### config.mk
export PLATFORM = sky130hd
export DESIGN_NAME = carry_chain_rr_arbiter
export DESIGN_NICKNAME = d
export VERILOG_FILES = /design/src/rtl/carry_chain_rr_arbiter.sv
export SDC_FILE = /design/constraint.sdc
export NUM_CORES = 1
export LEC_CHECK = 0
export BUFFER_PORTS_ARGS = -buffer_cell sky130_fd_sc_hd__buf_4
export CORE_AREA = 2 2 68 70
export CTS_BUF_LIST = sky130_fd_sc_hd__clkbuf_16
export CTS_CLUSTER_SIZE = 8
export DETAILED_ROUTE_END_ITERATION = 12
export DIE_AREA = 0 0 70 72
export HOLD_SLACK_MARGIN = 0.05
export PLACE_DENSITY = 0.76
export SLEW_MARGIN = 25
export SYNTH_ARGS = -nofsm -noshare
export SYNTH_HDL_FRONTEND = slang
export SYNTH_SLANG_ARGS = --single-unit
### constraint.sdc
create_clock -name clk -period 5.3 [get_ports clk]
set_input_delay 0.795 -clock clk [delete_from_list [all_inputs] [get_ports clk]]
set_output_delay 0.795 -clock clk [all_outputs]
set_load 0.02 [all_outputs]
### src/rtl/carry_chain_rr_arbiter.sv
// ============================================================================
// carry_chain_rr_arbiter
//   Registered round-robin arbiter with an optional hold-timeout (ARB_TIMEOUT_EN)
//   Revision: 1.0
// ============================================================================
`default_nettype none

module carry_chain_rr_arbiter #(
   parameter int N_REQ    = 12,
   parameter int MAX_HOLD = 16,
   parameter int IDX_W    = $clog2(N_REQ)
) (
   input  logic             clk,
   input  logic             reset,
   input  logic [N_REQ-1:0] req,
   output logic [N_REQ-1:0] grant,
   output logic             grant_valid,
   output logic [IDX_W-1:0] grant_idx,
   output logic             any_req,
   output logic             timeout_pulse
);

   typedef enum logic [0:0] {
      IDLE = 1'b0,
      OWN  = 1'b1
   } state_t;

   state_t                 state;
   state_t                 state_nxt;
   logic [IDX_W-1:0]       last_idx;
   logic [2*N_REQ-1:0]     req_dbl;
   logic [IDX_W:0]         rot_amt;
   logic [N_REQ-1:0]       req_rot;
   int                     win_off;
   int                     win_pos;
   logic [IDX_W-1:0]       win_idx;
   logic                   any_now;
   logic                   owner_req;
   logic                   timeout_ok;
   logic                   load;
   logic                   go_idle;
   logic                   timeout_now;

   assign any_now   = |req;
   assign owner_req = req[last_idx];

   // Rotate so bit 0 is the requester just after the last owner; the owner lands on the top bit.
   assign req_dbl = {req, req};
   assign rot_amt = {1'b0, last_idx} + (IDX_W+1)'(1);
   assign req_rot = N_REQ'(req_dbl >> rot_amt);

   always_comb begin
      win_off = 0;
      for (int k = N_REQ - 1; k >= 0; k--) begin
         if (req_rot[k]) begin
            win_off = k;
         end
      end
      win_pos = int'(last_idx) + 1 + win_off;
      if (win_pos >= N_REQ) begin
         win_pos = win_pos - N_REQ;
      end
      win_idx = IDX_W'(win_pos);
   end

`ifdef ARB_TIMEOUT_EN
   localparam int HOLD_W = $clog2(MAX_HOLD) + 1;

   logic [HOLD_W-1:0] hold_cnt;

   assign timeout_ok = (hold_cnt == HOLD_W'(MAX_HOLD - 1)) && (|(req & ~grant));

   always_ff @(posedge clk) begin
      if (reset) begin
         hold_cnt <= '0;
      end else if (load || (state_nxt == IDLE)) begin
         hold_cnt <= '0;
      end else if ((state == OWN) && (hold_cnt != HOLD_W'(MAX_HOLD - 1))) begin
         hold_cnt <= hold_cnt + HOLD_W'(1);
      end
   end
`else
   assign timeout_ok = 1'b0;
`endif

   always_comb begin
      state_nxt   = state;
      load        = 1'b0;
      go_idle     = 1'b0;
      timeout_now = 1'b0;
      case (state)
         IDLE: begin
            if (any_now) begin
               load      = 1'b1;
               state_nxt = OWN;
            end
         end
         OWN: begin
            // A release wins over a coincident timeout, so the pulse stays low then.
            if (!owner_req) begin
               if (any_now) begin
                  load = 1'b1;
               end else begin
                  go_idle   = 1'b1;
                  state_nxt = IDLE;
               end
            end else if (timeout_ok) begin
               load        = 1'b1;
               timeout_now = 1'b1;
            end
         end
         default: begin
            go_idle   = 1'b1;
            state_nxt = IDLE;
         end
      endcase
   end

   always_ff @(posedge clk) begin
      if (reset) begin
         state         <= IDLE;
         last_idx      <= IDX_W'(N_REQ - 1);
         grant         <= '0;
         grant_valid   <= 1'b0;
         grant_idx     <= '0;
         any_req       <= 1'b0;
         timeout_pulse <= 1'b0;
      end else begin
         state         <= state_nxt;
         any_req       <= any_now;
         timeout_pulse <= timeout_now;
         if (load) begin
            grant       <= N_REQ'(1) << win_idx;
            grant_valid <= 1'b1;
            grant_idx   <= win_idx;
            last_idx    <= win_idx;
         end else if (go_idle) begin
            grant       <= '0;
            grant_valid <= 1'b0;
            grant_idx   <= '0;
         end
      end
   end

endmodule

`default_nettype wire

==> out/metrics.json <==
{
  "register_area_share_after_synthesis": {"value": 20.76, "unit": "%"},
  "cp_max_fo": {"value": 8},
  "clock_sink_count": {"value": 23},
  "initial_core_util": {"value": 52.02, "unit": "%"},
  "timing.critical_path.cells": {"value": "buf_4 > mux2_1 > mux4_2 > or2_0 > a21oi_1 > nor2b_1 > a221oi_2 > ha_1 > a21o_1 > a21oi_1 > xnor2_1 > ha_1 > nor2_2 > o211ai_1 > a211oi_1 > a2111oi_2 > buf_4 > or4_1 > a21oi_1"},
  "critPathSlowestCell": {"value": "sky130_fd_sc_hd__mux4_2"},
  "mappedNetlistNets": {"value": 268},
  "critical_path.max_stage_delay": {"value": 0.53, "unit": "ns"},
  "antennaDiodeCount": {"value": 0},
  "fmaxAchievable": {"value": 206.0, "unit": "MHz"},
  "xor_xnor_fraction_of_synth_area": {"value": 1.579, "unit": "%"},
  "critical_path.top_delay_family": {"value": "compound AO/OA/AOI/OAI gates"},
  "die_area": {"value": 5040, "unit": "µm²"},
  "critPathCaptureType": {"value": "flip-flop"},
  "critical_path_arrival": {"value": 5.04, "unit": "ns"},
  "via_count_of_the_first_global_routing_pass": {"value": 1954},
  "number_of_antenna_violations_at_the_first_check_in_global_routing": {"value": 0},
  "placement_rows": {"value": 24},
  "fraction_of_the_mapped_netlist_area_in_simple_logic_gates": {"value": 21.43, "unit": "%"},
  "post_synth_fa_ha_maj_area_fraction": {"value": 4.287, "unit": "%"},
  "hold_viol": {"value": 0},
  "die_height": {"value": 72, "unit": "µm"},
  "fin_nets": {"value": 294},
  "required_time_of_the_worst_setup_path": {"value": 5.49, "unit": "ns"},
  "yosys-top-cells-area": {"value": "sky130_fd_sc_hd__dfxtp_1 (21%), sky130_fd_sc_hd__mux4_2 (15%), sky130_fd_sc_hd__a21oi_1 (6.5%), sky130_fd_sc_hd__mux2i_1 (5.4%), sky130_fd_sc_hd__nand2_1 (4.6%)"},
  "rsz0062_at_grt": {"value": "no"},
  "timing.final.ws_setup": {"value": 0.4447, "unit": "ns"},
  "globalRouteTotalUtil": {"value": 22.06, "unit": "%"},
  "distinct_cells_synth": {"value": 61},
  "synth_area_leader_cell": {"value": "sky130_fd_sc_hd__dfxtp_1"},
  "area_growth": {"value": 16.86, "unit": "%"},
  "detail_route.drc_violations": {"value": 0},
  "drive_above_1_share": {"value": 29.04, "unit": "%"},
  "setup_violations": {"value": 0},
  "placement.setup.worst_slack": {"value": 0.07745, "unit": "ns"},
  "synth-async-reset-ratio": {"value": 0, "unit": "%"},
  "post-cts-setup-buffer-count": {"value": 0},
  "antenna_violating_nets_post_route": {"value": 0},
  "yosys_register_bits": {"value": 23},
  "ys_dominant_reg_cell": {"value": "sky130_fd_sc_hd__dfxtp_1"},
  "vias_per_cell": {"value": 6.370},
  "final_cycle_share": {"value": 91.61, "unit": "%"},
  "hpwlAfterDp": {"value": 3889, "unit": "µm"},
  "clockRootBuffer": {"value": "sky130_fd_sc_hd__clkbuf_16"},
  "io_buffer_count": {"value": 31},
  "clock_latency_at_the_later_pin_of_the_worst_skew_pair": {"value": 0.26, "unit": "ns"},
  "timing.final.max_slew_violations": {"value": 0},
  "totalNegativeSetupSlack": {"value": 0, "unit": "ns"},
  "worst_hold_slack": {"value": 0.4568, "unit": "ns"},
  "fin_worst_skew": {"value": 0.005889, "unit": "ns"},
  "max-slew-margin-rel": {"value": 47.86, "unit": "%"},
  "cp.buffers_inverters": {"value": 2},
  "tightest_slew": {"value": 0.7810, "unit": "ns"},
  "syn_inst": {"value": 247},
  "ctsHtreeMaxLevel": {"value": 1},
  "detailedRoute.firstIterationViolations": {"value": 118},
  "nFillCells": {"value": 385},
  "grt_first_pass_wirelength": {"value": 9246, "unit": "µm"},
  "ctsLongestPathBuffers": {"value": 2},
  "pin_count": {"value": 33},
  "status": {"value": "completed"},
  "netlist.area_leader.share": {"value": 20.76, "unit": "%"},
  "tritoncts": {"value": "built"},
  "post_syn_area_per_cell": {"value": 8.981, "unit": "µm²"},
  "critical_path.most_common_cell": {"value": "sky130_fd_sc_hd__a21oi_1"},
  "maxCapViolCount": {"value": 0},
  "syn-cell-area": {"value": 2218, "unit": "µm²"},
  "synth_top_family_by_area": {"value": "multiplexers"},
  "cts-hold-fix-buffers": {"value": 0},
  "final.min_clock_period": {"value": 4.855, "unit": "ns"},
  "clkTransAtPathRegs": {"value": 0.06, "unit": "ns"},
  "die_w": {"value": 70, "unit": "µm"},
  "vias": {"value": 2064},
  "gpl.final_weighted_congestion": {"value": 0.8773},
  "synth-warning-count": {"value": 0},
  "synth_enable_flop_cells": {"value": 0},
  "share_of_synthesized_area_spent_on_multiplexers": {"value": 27.41, "unit": "%"},
  "drt-pass1-iter-count": {"value": 4},
  "core-area": {"value": 4264, "unit": "µm²"},
  "largest_net_degree_at_the_start_of_global_routing": {"value": 30},
  "grt-ovfl-total": {"value": 0},
  "critPathKind": {"value": "in -> reg"},
  "post_synthesis_compound_gate_area_fraction": {"value": 19.97, "unit": "%"},
  "critical_path.startpoint_type": {"value": "primary input"},
  "drt-wirelength-per-cell": {"value": 16.39, "unit": "µm"},
  "tritoncts.num_buffers": {"value": 3},
  "detail_route.wirelength": {"value": 5311, "unit": "µm"},
  "holdCritPathClass": {"value": "reg -> reg"}
}
-- routing by layer --
| metal | track usage [%] | up-vias | share of wire [%] |
|---|---|---|---|
| met1 | 32.08 | 1004 | 47 |
| met5 | 0 | - | 0 |
| met4 | 5.556 | 0 | 0.90 |
| li1 | - | 999 | - |
| met2 | 35.87 | 57 | 47 |
| met3 | 1.806 | 4 | 4.4 |
-- sequential cells by signal (all words and copies together) (netlist names) --
| name | cells |
|---|---|
| any_req | 1 |
| grant | 12 |
| grant_idx | 4 |
| grant_valid | 1 |
| last_idx | 4 |
| state | 1 |
-- cells by family after synthesis --
logic type	count (synthesis)
simple gates	86
compound gates	65
mux	40
other cells	1
fa+ha+maj	7
flops	23
buf+inv	21
xor+xnor	4
-- timing repair --
item,in CTS,in global routing
endpoints found under the hold margin,0,0
resized for setup,0,3
setup endpoints to repair,0,6
-- cell usage after synthesis (all sizes together) (3+ instances only) --
cell    instances
nor2           13
mux4           15
or4b            3
a21oi          29
mux2           13
o211ai          4
nor2b           4
clkbuf          6
o41ai           3
or3             3
inv             4
nand3           6
nand2b          5
nand2          28
a221oi          3
dfxtp          23
ha              6
buf            11
o21ai           5
and3            3
nand3b          6
mux2i          12
nor4            4
-- layout make-up --
class | instances | area [µm²] | share of cell area (%)
multi-input combinational | 203 | 1673 | 64.53
inverter | 4 | 15.01 | 0.5791
tap | 52 | 65.06 | 2.510
sequential | 23 | 461.7 | 17.81
clock inverter | 1 | 5.005 | 0.1930
clock buffer | 3 | 75.07 | 2.896
timing repair buffer | 38 | 297.8 | 11.49
-- cell usage in the layout, fill, tap and decap left out, types with 4 or more instances in the layout --
| cell | netlist | routed |
|---|---|---|
| sky130_fd_sc_hd__nor2b_1 | 4 | 4 |
| sky130_fd_sc_hd__o211ai_1 | 4 | 4 |
| sky130_fd_sc_hd__mux2_1 | 4 | 4 |
| sky130_fd_sc_hd__o21ai_0 | 5 | 5 |
| sky130_fd_sc_hd__nor2_1 | 12 | 11 |
| sky130_fd_sc_hd__mux4_2 | 15 | 15 |
| sky130_fd_sc_hd__mux2_2 | 8 | 8 |
| sky130_fd_sc_hd__nand3b_1 | 6 | 6 |
| sky130_fd_sc_hd__nand2_1 | 27 | 27 |
| sky130_fd_sc_hd__dfxtp_1 | 23 | 22 |
| sky130_fd_sc_hd__nand2b_1 | 5 | 5 |
| sky130_fd_sc_hd__nor4_1 | 4 | 4 |
| sky130_fd_sc_hd__buf_4 | 1 | 37 |
| sky130_fd_sc_hd__mux2i_1 | 12 | 12 |
| sky130_fd_sc_hd__nand3_1 | 6 | 6 |
| sky130_fd_sc_hd__ha_1 | 6 | 6 |
| sky130_fd_sc_hd__a21oi_1 | 29 | 28 |
-- path summary, 6_finish.rpt --
kind | from | to | slack [ns] | depth (start not counted)
hold reg to reg | grant[5]$_SDFFE_PP0P_ | grant[5]$_SDFFE_PP0P_ | 0.46 | 2
hold / removal | grant[5]$_SDFFE_PP0P_ | grant[5]$_SDFFE_PP0P_ | 0.46 | 2
setup / recovery | req[7] | grant[2]$_SDFFE_PP0P_ | 0.44 | 19
setup reg to reg | last_idx[1]$_SDFFE_PP1P_ | grant[2]$_SDFFE_PP0P_ | 0.51 | 19
-- worst min-delay path, stage by stage, from the launching register on --
cell                      delay (ns)
sky130_fd_sc_hd__dfxtp_1        0.31
sky130_fd_sc_hd__nand2_1        0.05
sky130_fd_sc_hd__a21oi_1        0.05
-- metrics by stage --
stage,std cells,area (µm²),utilization (%)
6_report,324,2592,60.80
3_3_place_gp,320,2499,58.60
4_1_cts,324,2582,60.56
2_1_floorplan,247,2218,-
3_5_place_dp,320,2502,58.69
5_1_grt,324,2592,60.80
Power is not shown: default switching activity piles up to over one toggle a cycle in this logic, so the estimate is an artifact.
